`config.mk`:
```
export PLATFORM = sky130hd
export DESIGN_NAME = pll_usb_supervisor
export DESIGN_NICKNAME = d
export VERILOG_FILES = /design/src/rtl/pll_usb_supervisor_pkg.sv /design/src/rtl/pll_usb_supervisor_sync.sv /design/src/rtl/pll_usb_supervisor.sv
export SDC_FILE = /design/constraint.sdc
export NUM_CORES = 1
export LEC_CHECK = 0
export ABC_AREA = 1
export BUFFER_PORTS_ARGS = -buffer_cell sky130_fd_sc_hd__buf_2
export CAP_MARGIN = 20
export CELL_PAD_IN_SITES_DETAIL_PLACEMENT = 0
export CELL_PAD_IN_SITES_GLOBAL_PLACEMENT = 1
export CORE_MARGIN = 4
export CORE_UTILIZATION = 45
export DETAILED_ROUTE_END_ITERATION = 7
export HOLD_SLACK_MARGIN = 0.06
export PLACE_DENSITY_LB_ADDON = 0.25
export SETUP_SLACK_MARGIN = 0.3
export SLEW_MARGIN = 20
export SYNTH_ARGS = -nofsm -noshare
export SYNTH_HDL_FRONTEND = slang
export SYNTH_SLANG_ARGS = --single-unit
```
`constraint.sdc`:
```
create_clock -name clk -period 4.23 [get_ports clk]
set_input_delay 0.423 -clock clk [delete_from_list [all_inputs] [get_ports clk]]
set_output_delay 0.423 -clock clk [all_outputs]
set_load 0.03 [all_outputs]
```
`src/rtl/pll_usb_supervisor_pkg.sv`:
```
// ---------------------------------------------------------------------------
// pll_usb_supervisor_pkg
// Shared types and constants for the USB PLL supervisor.
//   state_t       : supervisor FSM states
//   CNT_W         : width of the edge / lock-loss counters (saturating)
//   DEF_*         : default values for the supervisor parameters
//   sat_inc()     : saturating increment used by every CNT_W counter
// ---------------------------------------------------------------------------
package pll_usb_supervisor_pkg;

   typedef enum logic [2:0] {
      WAIT_LOCK = 3'd0,
      STABILIZE = 3'd1,
      MEASURE   = 3'd2,
      RUN       = 3'd3,
      FAULT     = 3'd4
   } state_t;

   localparam int CNT_W = 8;

   localparam int DEF_LOCK_STABLE_CYCLES = 1024;
   localparam int DEF_WINDOW_CYCLES      = 1000;
   localparam int DEF_FREQ_MIN           = 118;
   localparam int DEF_FREQ_MAX           = 122;
   localparam int DEF_FAULT_HOLDOFF      = 256;
   localparam int DEF_SYNC_STAGES        = 2;

   // Adds inc to v but sticks at all-ones instead of wrapping.
   function automatic logic [CNT_W-1:0] sat_inc(input logic [CNT_W-1:0] v,
                                                input logic             inc);
      return (inc && (v != '1)) ? v + 1'b1 : v;
   endfunction

endpackage

```
`src/rtl/pll_usb_supervisor_sync.sv`:
```
// ---------------------------------------------------------------------------
// sync_bit
// Multi-flop synchronizer for a single asynchronous bit, synchronous reset.
//   clk : destination clock
//   rst : synchronous active-high reset, clears every stage to 0
//   d   : asynchronous input
//   q   : synchronized output, STAGES cycles after d changes
// ---------------------------------------------------------------------------
module sync_bit #(
   parameter int STAGES = 2
) (
   input  logic clk,
   input  logic rst,
   input  logic d,
   output logic q
);

   logic [STAGES-1:0] sync_reg;

   generate
      for (genvar gi = 0; gi < STAGES; gi++) begin : g_stage
         always_ff @(posedge clk) begin
            if (rst) begin
               sync_reg[gi] <= 1'b0;
            end else if (gi == 0) begin
               sync_reg[gi] <= d;
            end else begin
               sync_reg[gi] <= sync_reg[(gi > 0) ? gi - 1 : 0];
            end
         end
      end
   endgenerate

   assign q = sync_reg[STAGES-1];

endmodule

```
`src/rtl/pll_usb_supervisor.sv`:
```
// ---------------------------------------------------------------------------
// pll_usb_supervisor
// Qualifies USB PLL lock, measures the 12 MHz USB clock (sampled as data on
// the 100 MHz clock) and sequences the USB-domain reset.
//   clk             : 100 MHz PLL output, all logic on the rising edge
//   rst             : synchronous active-high reset
//   pll_locked      : PLL lock, asynchronous
//   usb_clk_sample  : 12 MHz clock routed as data, asynchronous
//   usb_reset       : USB-domain reset, low only in RUN
//   ready           : high only in RUN
//   freq_count      : rising-edge count of the last completed window
//   freq_valid      : one-cycle pulse when freq_count updates
//   lock_lost_count : saturating count of sync'd lock falling edges
//   fault           : high in FAULT
// ---------------------------------------------------------------------------
module pll_usb_supervisor
   import pll_usb_supervisor_pkg::*;
#(
   parameter int LOCK_STABLE_CYCLES = DEF_LOCK_STABLE_CYCLES,
   parameter int WINDOW_CYCLES      = DEF_WINDOW_CYCLES,
   parameter int FREQ_MIN           = DEF_FREQ_MIN,
   parameter int FREQ_MAX           = DEF_FREQ_MAX,
   parameter int FAULT_HOLDOFF      = DEF_FAULT_HOLDOFF,
   parameter int SYNC_STAGES        = DEF_SYNC_STAGES
) (
   input  logic             clk,
   input  logic             rst,
   input  logic             pll_locked,
   input  logic             usb_clk_sample,
   output logic             usb_reset,
   output logic             ready,
   output logic [CNT_W-1:0] freq_count,
   output logic             freq_valid,
   output logic [CNT_W-1:0] lock_lost_count,
   output logic             fault
);

   localparam int STAB_W = (LOCK_STABLE_CYCLES > 1) ? $clog2(LOCK_STABLE_CYCLES) : 1;
   localparam int WIN_W  = (WINDOW_CYCLES > 1)      ? $clog2(WINDOW_CYCLES)      : 1;
   localparam int HOLD_W = (FAULT_HOLDOFF > 1)      ? $clog2(FAULT_HOLDOFF)      : 1;

   localparam logic [STAB_W-1:0] STAB_LAST = STAB_W'(LOCK_STABLE_CYCLES - 1);
   localparam logic [WIN_W-1:0]  WIN_LAST  = WIN_W'(WINDOW_CYCLES - 1);
   localparam logic [HOLD_W-1:0] HOLD_LAST = HOLD_W'(FAULT_HOLDOFF - 1);
   localparam logic [CNT_W-1:0]  F_MIN     = CNT_W'(FREQ_MIN);
   localparam logic [CNT_W-1:0]  F_MAX     = CNT_W'(FREQ_MAX);

   // ---------------------------------------------------------------------
   // Input synchronizers and edge detectors
   // ---------------------------------------------------------------------
   logic lock_s;
   logic usb_s;
   logic usb_d_reg;
   logic lock_d_reg;

   sync_bit #(.STAGES(SYNC_STAGES)) u_sync_lock (
      .clk (clk),
      .rst (rst),
      .d   (pll_locked),
      .q   (lock_s)
   );

   sync_bit #(.STAGES(SYNC_STAGES)) u_sync_usb (
      .clk (clk),
      .rst (rst),
      .d   (usb_clk_sample),
      .q   (usb_s)
   );

   always_ff @(posedge clk) begin
      if (rst) begin
         usb_d_reg  <= 1'b0;
         lock_d_reg <= 1'b0;
      end else begin
         usb_d_reg  <= usb_s;
         lock_d_reg <= lock_s;
      end
   end

   logic usb_edge;
   logic lock_fall;

   assign usb_edge  = usb_s & ~usb_d_reg;
   assign lock_fall = lock_d_reg & ~lock_s;

   // ---------------------------------------------------------------------
   // State and counters
   // ---------------------------------------------------------------------
   state_t             state_reg,           state_next;
   logic [STAB_W-1:0]  stab_cnt_reg,        stab_cnt_next;
   logic [WIN_W-1:0]   win_cnt_reg,         win_cnt_next;
   logic [CNT_W-1:0]   edge_cnt_reg,        edge_cnt_next;
   logic [HOLD_W-1:0]  holdoff_cnt_reg,     holdoff_cnt_next;
   logic [CNT_W-1:0]   freq_count_reg,      freq_count_next;
   logic               freq_valid_reg,      freq_valid_next;
   logic [CNT_W-1:0]   lock_lost_count_reg, lock_lost_count_next;
   logic               usb_reset_reg,       usb_reset_next;
   logic               ready_reg,           ready_next;
   logic               fault_reg,           fault_next;

   // Edge count including an edge seen on the current cycle, so an edge on
   // the final window cycle lands in the closing window.
   logic [CNT_W-1:0] window_total;
   logic             in_range;
   logic             win_end;

   assign window_total = sat_inc(edge_cnt_reg, usb_edge);
   assign in_range     = (window_total >= F_MIN) && (window_total <= F_MAX);
   assign win_end      = (win_cnt_reg == WIN_LAST);

   always_comb begin
      state_next           = state_reg;
      stab_cnt_next        = '0;
      win_cnt_next         = '0;
      edge_cnt_next        = '0;
      holdoff_cnt_next     = '0;
      freq_count_next      = freq_count_reg;
      freq_valid_next      = 1'b0;
      lock_lost_count_next = sat_inc(lock_lost_count_reg, lock_fall);

      case (state_reg)
         WAIT_LOCK: begin
            if (lock_s) begin
               state_next = STABILIZE;
            end
         end

         STABILIZE: begin
            if (!lock_s) begin
               state_next = WAIT_LOCK;
            end else if (stab_cnt_reg == STAB_LAST) begin
               // Window counters are already zero here, so MEASURE starts clean.
               state_next = MEASURE;
            end else begin
               stab_cnt_next = stab_cnt_reg + 1'b1;
            end
         end

         MEASURE, RUN: begin
            if (!lock_s) begin
               // Lock loss beats a coincident window end: result dropped.
               state_next = WAIT_LOCK;
            end else if (win_end) begin
               freq_count_next = window_total;
               freq_valid_next = 1'b1;
               state_next      = in_range ? RUN : FAULT;
               // win/edge counters fall back to 0 for a back-to-back window.
            end else begin
               win_cnt_next  = win_cnt_reg + 1'b1;
               edge_cnt_next = window_total;
            end
         end

         FAULT: begin
            // Lock loss is only counted here; the holdoff always completes.
            if (holdoff_cnt_reg == HOLD_LAST) begin
               state_next = WAIT_LOCK;
            end else begin
               holdoff_cnt_next = holdoff_cnt_reg + 1'b1;
            end
         end

         default: begin
            state_next = WAIT_LOCK;
         end
      endcase

      // Outputs are registered from the next state so they change on the
      // same edge as the state itself.
      usb_reset_next = (state_next != RUN);
      ready_next     = (state_next == RUN);
      fault_next     = (state_next == FAULT);
   end

   always_ff @(posedge clk) begin
      if (rst) begin
         state_reg           <= WAIT_LOCK;
         stab_cnt_reg        <= '0;
         win_cnt_reg         <= '0;
         edge_cnt_reg        <= '0;
         holdoff_cnt_reg     <= '0;
         freq_count_reg      <= '0;
         freq_valid_reg      <= 1'b0;
         lock_lost_count_reg <= '0;
         usb_reset_reg       <= 1'b1;
         ready_reg           <= 1'b0;
         fault_reg           <= 1'b0;
      end else begin
         state_reg           <= state_next;
         stab_cnt_reg        <= stab_cnt_next;
         win_cnt_reg         <= win_cnt_next;
         edge_cnt_reg        <= edge_cnt_next;
         holdoff_cnt_reg     <= holdoff_cnt_next;
         freq_count_reg      <= freq_count_next;
         freq_valid_reg      <= freq_valid_next;
         lock_lost_count_reg <= lock_lost_count_next;
         usb_reset_reg       <= usb_reset_next;
         ready_reg           <= ready_next;
         fault_reg           <= fault_next;
      end
   end

   assign usb_reset       = usb_reset_reg;
   assign ready           = ready_reg;
   assign freq_count      = freq_count_reg;
   assign freq_valid      = freq_valid_reg;
   assign lock_lost_count = lock_lost_count_reg;
   assign fault           = fault_reg;

endmodule

```
======== Word-level counts from Yosys, hierarchy flattened ========
Cells that the tools add are included.
Widths: inputs -> output; s select.
word-level totals
  flip-flop bits (word level) ............. 65
  input port bits ......................... 4
  output and inout bits ................... 20
cells by class
  $add $sub $neg .......................... 5
  $lt $le $gt $ge ......................... 2
  equality and inequality tests ........... 12
  multiplexer cells ....................... 10
  bitwise logic cells ..................... 7
  reductions and logical operators ........ 10
operators by type and width
  cell                   number
  $add 8x1->8 const B    3
  $mux 3                 7
  $add 10x1->10 const B  2
  $eq 10x10->1 const B   2
  $ne 8x8->1 const B     2
  $pmux 3 s4             1
  $eq 3x2->1 const B     3
  $eq 8x8->1 const B     1
  $ge 8x7->1 const B     1
  $le 8x7->1 const B     1
  $mux 8                 1
  $reduce_or 4->1        2
  $eq 3x3->1 const B     2
  $reduce_or 3->1        2
  $not 1->1              5
  $eq 3x1->1 const B     1
  $logic_and 1x1->1      3
  $logic_not 3->1        1
  $ne 3x2->1 const B     1
  $reduce_and 3->1       1
  $and 1x1->1            2
  $reduce_or 2->1        1
  $mux 1                 1

======== Logic depth before layout (Yosys ltp) ========
Gate-level depths: netlist of run 1.
  depth in word-level cells ............... 11
  depth in mapped cells ................... 16

======== By module ========
Synthesis of run 1 repeated with hierarchy kept, for this count alone.
unflattened totals
  cell total of the unflattened synthesis .. 377
  area, all modules ....................... 2827.7 µm²
modules (own cells, without submodules)
  module              times used  cells each  area an instance (µm²)  sequential area each (µm²)
  pll_usb_supervisor  1           365         2717.6                  1221.2
  sync_bit            2           6           55.1                    40.0

======== Worst setup path after synthesis of run 1 ========
Ideal clock, no wire load.
  kind .................................... reg-to-reg
  start ................................... register lock_lost_count_reg[0], in the netlist lock_lost_count[0]
  end ..................................... register lock_lost_count_reg[4], in the netlist lock_lost_count[4]
  library setup time ...................... 0.115 ns
  arrival ................................. 1.704 ns
  data required time ...................... 4.115 ns
  slack ................................... 2.412 ns
  stages on the path, launching flop included .. 12
  cells stage by stage .................... dfxtp_1 > ha_1 > inv_1 > nor4_1 > nand3_1 > nand3_1 > inv_1 > nand2_1 > nor2_1 > inv_1 > nor2_1 > o21a_1
between the ends
  cells in the longest elaborated chain, start to end .. 2
  elaborated cells between the ends (all ways) .. 3
  classes of those cells .................. add/sub: 1; eq/ne: 1; reduce/logical: 1
ends and longest elaborated chain
  element                                              line                       source
  from (decl)                                          pll_usb_supervisor.sv:96   logic [CNT_W-1:0] lock_lost_count_reg, lock_lost_count_next;
  from (signal assigned)                               pll_usb_supervisor.sv:196  lock_lost_count_reg <= lock_lost_count_next;
  branches (longest 2 deep; another with $add 8x1->8)  n/a
Parallel ways; which one is timed is not known.
A chain may end at the register's enable or synchronous reset.

======== Worst setup path after layout of run 1 ========
  start ................................... register win_cnt_reg[0]
  end ..................................... register freq_count_reg[7], in the netlist freq_count[7]
between the ends
  cells in the longest elaborated chain, start to end .. 2
ends and longest elaborated chain
  element                            line                       source
  from (decl)                        pll_usb_supervisor.sv:91   logic [WIN_W-1:0] win_cnt_reg, win_cnt_next;
  from (signal assigned)             pll_usb_supervisor.sv:191  win_cnt_reg <= win_cnt_next;
  $eq 10x10->1                       pll_usb_supervisor.sv:109  assign win_end = (win_cnt_reg == WIN_LAST);
  $reduce_and 3->1 (no source line)  n/a
  to (signal assigned)               pll_usb_supervisor.sv:194  freq_count_reg <= freq_count_next;
  to (decl)                          pll_usb_supervisor.sv:94   logic [CNT_W-1:0] freq_count_reg, freq_count_next;
No other way between the ends.

==> results.sh, run 1 <==
export IMPL_synthXorXnorAreaFrac=0.02196
export IMPL_antenna_found_initial=0
export IMPL_cts_sinks=65
export IMPL_drive_above_1_share=0.1514
export IMPL_detail_route_antenna_nets=0
export IMPL_timing_rr_start="win_cnt_reg[0]"
export IMPL_worstSetupPathType="flop to flop"
export IMPL_htree_levels=3
export IMPL_rsz0062_at_grt="no"
export IMPL_grt_use_met2=0.2691
export IMPL_area_growth_pct=15.02
export IMPL_synth_edf_count=0
export IMPL_use_met1=0.2000
export IMPL_post_dp_hpwl_um=3873
export IMPL_synth_compound_area_share=0.09458
export IMPL_insertedDiodeCount=0
export IMPL_cp_required_ns=4.45
export IMPL_dieWidth_um=86.76
export IMPL_synth_cells=368
export IMPL_swShare=0.1950
export IMPL_synth_ff_type="dfxtp_1"
export IMPL_post_route_min_period_ns=2.112
export IMPL_arrival_ns=2.33
export IMPL_vias_per_cell=4.818
export IMPL_pre_cts_slack_ns=1.949
export IMPL_pwr_share_seq=0.509
export IMPL_grt_pass1_vias=2255
export IMPL_fin_skew_ns=0.005592
export IMPL_synth_top_family_by_area="simple AND/OR/NAND/NOR gates"
export IMPL_yosysTopAreaCellShare=0.4662
export IMPL_drv_cap=0
export IMPL_ctsHoldBuffers=0
export IMPL_ys_seq_elements=65
export IMPL_period_share=0.4992
export IMPL_gp_congestion=0.7784
export IMPL_grt_busiest_layer="met2"
export IMPL_rr_worst_depth=8
export IMPL_ys_warn_count=0
export IMPL_power_frac_comb=0.019
export IMPL_r2r_setup_slack_ns=2.12
export IMPL_cts_setup_buffers=0
export IMPL_synth_largest_area_cell="dfxtp_1"
export IMPL_hold_path_depth=3
export IMPL_power_frac_clock=0.471
export IMPL_slew_viol_final=0
export IMPL_clkSlewWorstSetupHoldPaths_ns=0.07
export IMPL_cpMaxStageDelayCell="nor2_1"
export IMPL_synthAdderAreaFrac=0.02241
export IMPL_crit_chain="ha_1 -> nand2_1 -> nor2_1 -> nand4_1 -> nor2_1 -> inv_1 -> o21ai_0 -> inv_1"
export IMPL_setup_violations=0
export IMPL_end_kind="flop"
export IMPL_leakage_nw=1.312
export IMPL_setup_ws_ns=2.118
export IMPL_max_vdd_ir_drop_mv=0.2379
export IMPL_hold_viol=0
export IMPL_syn_num_nets=377
export IMPL_drtIter0Drc=69
export IMPL_ctsRootBufferMaster="clkbuf_8"
export IMPL_cts_tree="yes"
export IMPL_status="finished, final reports clean"
export IMPL_use_met3=0.03232
export IMPL_async_reset_ff_frac=0
export IMPL_overflow=0
export IMPL_fmax_mhz=473.6
export IMPL_die_h_um=86.76
export IMPL_yosys_mux_area_fraction=0
export IMPL_core_sq_mm=0.005956
export IMPL_start_util=0.4687
export IMPL_clock_path_buffers=2
export IMPL_p_int_w=0.0009756
export IMPL_rows=28
export IMPL_ff_latch_area_sq_mm=0.001301
export IMPL_synth_area_leaders="dfxtp_1, nand2_1, nor2_1"
export IMPL_grt_pass1_wl_um=9666
export IMPL_insertion_delay_ns=0.32
export IMPL_worst_pin_slew_ns=0.8246
export IMPL_num_nets_final=407
export IMPL_yosysSeqAreaShare=0.4662
export IMPL_crit_fanout=16
export IMPL_cts_repair_resized=0
export IMPL_max_stage_delay_ns=0.70
export IMPL_net_switching_power_w=0.0002363
export IMPL_crit_path_start_kind="flop"
export IMPL_final_setup_tns_ns=0
export IMPL_r2r_end="freq_count[7]"
export IMPL_syn_area_sq_mm=0.002791
export IMPL_worstHoldStart="pll_locked"
export IMPL_track_usage=0.1617
export IMPL_io_buffers=23
export IMPL_multi_input_area_sq_mm=0.001254
export IMPL_route_detailed_drc=0
export IMPL_power_density_mw_per_mm2=377.5
export IMPL_die_area_sq_mm=0.007527
export IMPL_worst_hold_path_endpoint="u_sync_lock.sync_reg[0]"
export IMPL_routedWlPerCell_um=10.82
export IMPL_synth_simple_area_share=0.3102
export IMPL_grt_max_degree=19
export IMPL_netlist_cell_type_count=35
export IMPL_syn_area_per_cell_sq_um=7.585
export IMPL_fillers=624
export IMPL_drt_wl_total_um=5174
export IMPL_cts_buffers=9
export IMPL_hold_class="primary input to flop"
export IMPL_pin_count=24
export IMPL_firstDrtPassIters=4
export IMPL_slew_headroom=0.4482
export IMPL_vias=2303
-- cell type report --
cell class	count	share of cell area
multi-input combinational	241	0.3905
sequential	65	0.4053
clock buffer	15	0.06118
inverter	58	0.06859
timing repair buffer	23	0.03585
clock inverter	1	0.009353
tap	75	0.02923
-- synth_stat cells, types with 2 or more instances --
library cell	instances
nand2_2	6
inv_2	2
a21oi_1	23
xnor2_1	3
nand2_1	60
nor2_1	56
a21oi_2	3
nor4_1	2
dfxtp_1	65
ha_1	5
nand3b_1	2
inv_1	54
nand3_1	21
nand4_1	6
clkbuf_1	2
nor3b_1	6
nor3_1	12
nor2_4	3
xor2_1	4
o211ai_1	2
o21ai_0	15
or2_2	3
-- power groups by stage --
stage          Clock [W]  Combinational (W)  Sequential [W]
2_1_floorplan          0          0.0000162        0.000632
3_3_place_gp           0          0.0000232        0.000631
3_5_place_dp           0          0.0000235        0.000631
4_1_cts         0.000592          0.0000235        0.000617
5_1_grt         0.000618          0.0000272        0.000617
6_report        0.000571          0.0000233        0.000617
-- cells in the final DEF (no fill, tap or decap), types with 4 or more instances in the layout --
cell type  instances
nor3b_1            6
nor3_1            12
o21ai_0           15
dfxtp_1           65
buf_2             23
a21oi_1           23
nand3_1           21
nand2_1           60
ha_1               5
inv_1             54
xor2_1             4
nand4_1            6
clkbuf_8          14
nand2_2            6
nor2_1            56
-- critical path: cells and delay by family (launching register included) --
family,cells,cell delay [ns]
simple gates,4,1.06
compound gates,1,0.19
flops,1,0.36
fa+ha+maj,1,0.21
buf+inv,2,0.18
-- routing by layer --
| layer | vias to the layer above | part of all wire |
|---|---|---|
| li1 | 1235 | - |
| met1 | 1028 | 0.49 |
| met2 | 31 | 0.46 |
| met3 | 9 | 0.029 |
| met4 | 0 | 0.020 |
| met5 | - | 0 |
-- metrics by stage --
step / instance area, sq um / instances / utilization / hold slack (ns) / total power, W
floorplan: 2791 / 368 / - / 0.3883 / 0.0006482
global placement: 2984 / 462 / 0.5011 / 0.3936 / 0.0006543
detailed placement: 2984 / 462 / 0.5011 / 0.3957 / 0.0006546
CTS: 3211 / 478 / 0.5391 / 0.2981 / 0.001233
global route: 3211 / 478 / 0.5391 / 0.2961 / 0.001263
finish: 3211 / 478 / 0.5391 / 0.3157 / 0.001212
-- how the worst max path moves through the flow --
stage                            start                 end  cells after the start
floorplan           lock_lost_count[0]  lock_lost_count[4]                     11
global placement                   rst      win_cnt_reg[7]                      6
detailed placement                 rst      win_cnt_reg[6]                      6
CTS                     win_cnt_reg[0]       freq_count[7]                      8
global route            win_cnt_reg[0]       freq_count[7]                      8
finish                  win_cnt_reg[0]       freq_count[7]                      8
-- kinds of logic (layout without fill, tap and decap cells) --
group / after synthesis / count (layout)
adders and majority gates: 5 / 5
buffers and inverters: 62 / 97
and+or+nand+nor: 182 / 182
xor gates and xnor gates: 7 / 7
AOI/OAI and AO/OA: 47 / 47
DFF: 65 / 65
(Power assumes the default switching activity.)
==> inputs of run 2 (changes only) <==
- CORE_UTILIZATION: 45 -> 43
- clock period: 4.23 -> 2.2 ns (I/O delays scaled with it)
==> run 2 against run 1 <==
Compared with the run above: non-clock buffer count increased by 9; core utilization decreased by 0.38 points; sequential cell count unchanged; setup slack lost 1.7 ns.
==> results.sh, run 2 (same netlist as run 1, synthesis figures left out) <==
export IMPL_final_setup_tns_ns=0
export IMPL_setup_violations=0
export IMPL_crit_chain="ha_4 -> nand2_4 -> nor2_4 -> nand2_4 -> nand2_8 -> nand2_2 -> nand2_2 -> nand2_2 -> a21oi_2 -> nand3_2 -> nand2_2 -> nand2_2 -> a21oi_2 -> nor2_1"
export IMPL_leakage_nw=1.396
export IMPL_overflow=0
export IMPL_insertion_delay_ns=0.34
export IMPL_num_nets_final=416
export IMPL_postLayoutCoreUtil=0.5353
export IMPL_rows=29
export IMPL_pin_count=24
export IMPL_grt_pass1_wl_um=8983
export IMPL_cts_buffers=9
export IMPL_hold_viol=0
export IMPL_period_share=0.8291
export IMPL_clkSlewWorstSetupHoldPaths_ns=0.07
export IMPL_drtIter0Drc=102
export IMPL_power_density_mw_per_mm2=704.4
export IMPL_cts_sinks=65
export IMPL_post_route_min_period_ns=1.824
export IMPL_cts_tree="yes"
export IMPL_crit_fanout=8
export IMPL_final_common_cell="dfxtp_1"
export IMPL_io_buffers=23
export IMPL_worst_pin_slew_ns=0.4122
export IMPL_drt_wl_total_um=5235
export IMPL_fin_area_sq_mm=0.003379
export IMPL_slew_headroom=0.7227
export IMPL_insertedDiodeCount=0
export IMPL_grt_pass1_vias=2085
export IMPL_antenna_found_initial=0
export IMPL_max_stage_delay_ns=0.37
export IMPL_drv_cap=0
export IMPL_slew_viol_final=0
export IMPL_place_area_sq_mm=0.003017
export IMPL_die_h_um=88.57
export IMPL_crit_buf_inv=0
export IMPL_start_util=0.4421
export IMPL_worstSetupPathType="flop to flop"
export IMPL_die_area_sq_mm=0.007845
export IMPL_cp_top_family="simple AND/OR/NAND/NOR gates"
export IMPL_ctsRootBufferMaster="clkbuf_8"
export IMPL_routedWlPerCell_um=10.71
export IMPL_drive_above_1_share=0.2160
export IMPL_post_dp_hpwl_um=3710
export IMPL_firstDrtPassIters=4
export IMPL_vias_per_cell=4.759
export IMPL_grt_max_degree=17
export IMPL_final_cell_mix="dfxtp_1, nor2_1, nand2_1"
export IMPL_p_total_w=0.002381
export IMPL_area_growth_pct=21.07
export IMPL_gp_congestion=0.7948
export IMPL_htree_levels=3
export IMPL_cp_required_ns=2.43
export IMPL_crit_path_start_kind="flop"
export IMPL_detail_route_antenna_nets=0
export IMPL_rsz0062_at_grt="yes"
export IMPL_core_sq_mm=0.006314
export IMPL_dieWidth_um=88.57
export IMPL_vias=2327
export IMPL_fmax_mhz=548.2
export IMPL_hold_class="primary input to flop"
export IMPL_fillers=652
export IMPL_end_kind="flop"
export IMPL_route_detailed_drc=0
export IMPL_max_vdd_ir_drop_mv=0.5326
export IMPL_track_usage=0.1488
export IMPL_clock_path_buffers=2
export IMPL_cpMostUsedCell="nand2_2"
export IMPL_arrival_ns=2.06
export IMPL_status="finished, final reports clean"
export IMPL_r2r_setup_slack_ns=0.38
export IMPL_fin_skew_ns=0.007429
export IMPL_cpMaxStageDelayCell="dfxtp_4"
## run 2: cell types whose count changed in the layout (fill, tap and decap cells not counted), moves of 4 or more
cell	change
buf_4	+8
clkbuf_8	-4
nand2_1	-6
dfxtp_1	-5
## run 2: power by group
part | total (W) | leakage [nW] | internal [W] | switching [W]
clock network | 0.00115 | 0.113 | 0.000672 | 0.000474
logic | 0.0000500 | 0.756 | 0.0000168 | 0.0000331
registers | 0.00118 | 0.528 | 0.00118 | 0.00000451
## run 2: what timing repair did
action / CTS / global route
endpoints found under the setup margin: 2 / 28
pin swaps: 0 / 9
setup buffers: 0 / 5
hold buffers: 0 / 0
resized for setup: 3 / 22
## run 2: final cells by class
type,count,area (sq um),share of cell area
clock buffers,10,137.6,0.04073
well taps,77,96.34,0.02851
multi-input cells,241,1328,0.3928
repair buffers,32,195.2,0.05776
flip-flops and latches,65,1313,0.3884
clock inverters,6,90.09,0.02666
inverters,58,220.2,0.06516
## run 2: per-layer routing
| layer | track usage | share of wire |
|---|---|---|
| met5 | 0 | 0 |
| met4 | 0.07830 | 0.023 |
| met3 | 0.04469 | 0.025 |
| met2 | 0.2250 | 0.45 |
| met1 | 0.1912 | 0.50 |
## run 2: final timing paths
| path | start | end | depth (start not counted) |
|---|---|---|---|
| min | pll_locked | u_sync_lock.sync_reg[0] | 3 |
| max reg2reg | edge_cnt_reg[1] | state_reg[2] | 14 |
| min reg2reg | u_sync_usb.sync_reg[0] | u_sync_usb.q | 2 |
| max | edge_cnt_reg[1] | state_reg[2] | 14 |
## run 2: through the flow
| stage | cells | hold WS (ns) | worst slack, ns |
|---|---|---|---|
| floorplan | 368 | 0.3270 | 0.3816 |
| CTS | 484 | 0.06272 | 0.3282 |
| global route | 489 | 0.08056 | 0.2423 |
| global placement | 468 | 0.3979 | 0.3209 |
| detailed placement | 468 | 0.3986 | 0.2824 |
| finish | 489 | 0.07416 | 0.3759 |
## run 2: worst reg2reg max path: cells and delay by family, from the launching register on
kind                     cells  cell delay, ns
AND/OR/NAND/NOR             11            0.91
flip-flops                   1            0.37
AO/OA/AOI/OAI                2            0.27
adder cells (fa/ha/maj)      1            0.15
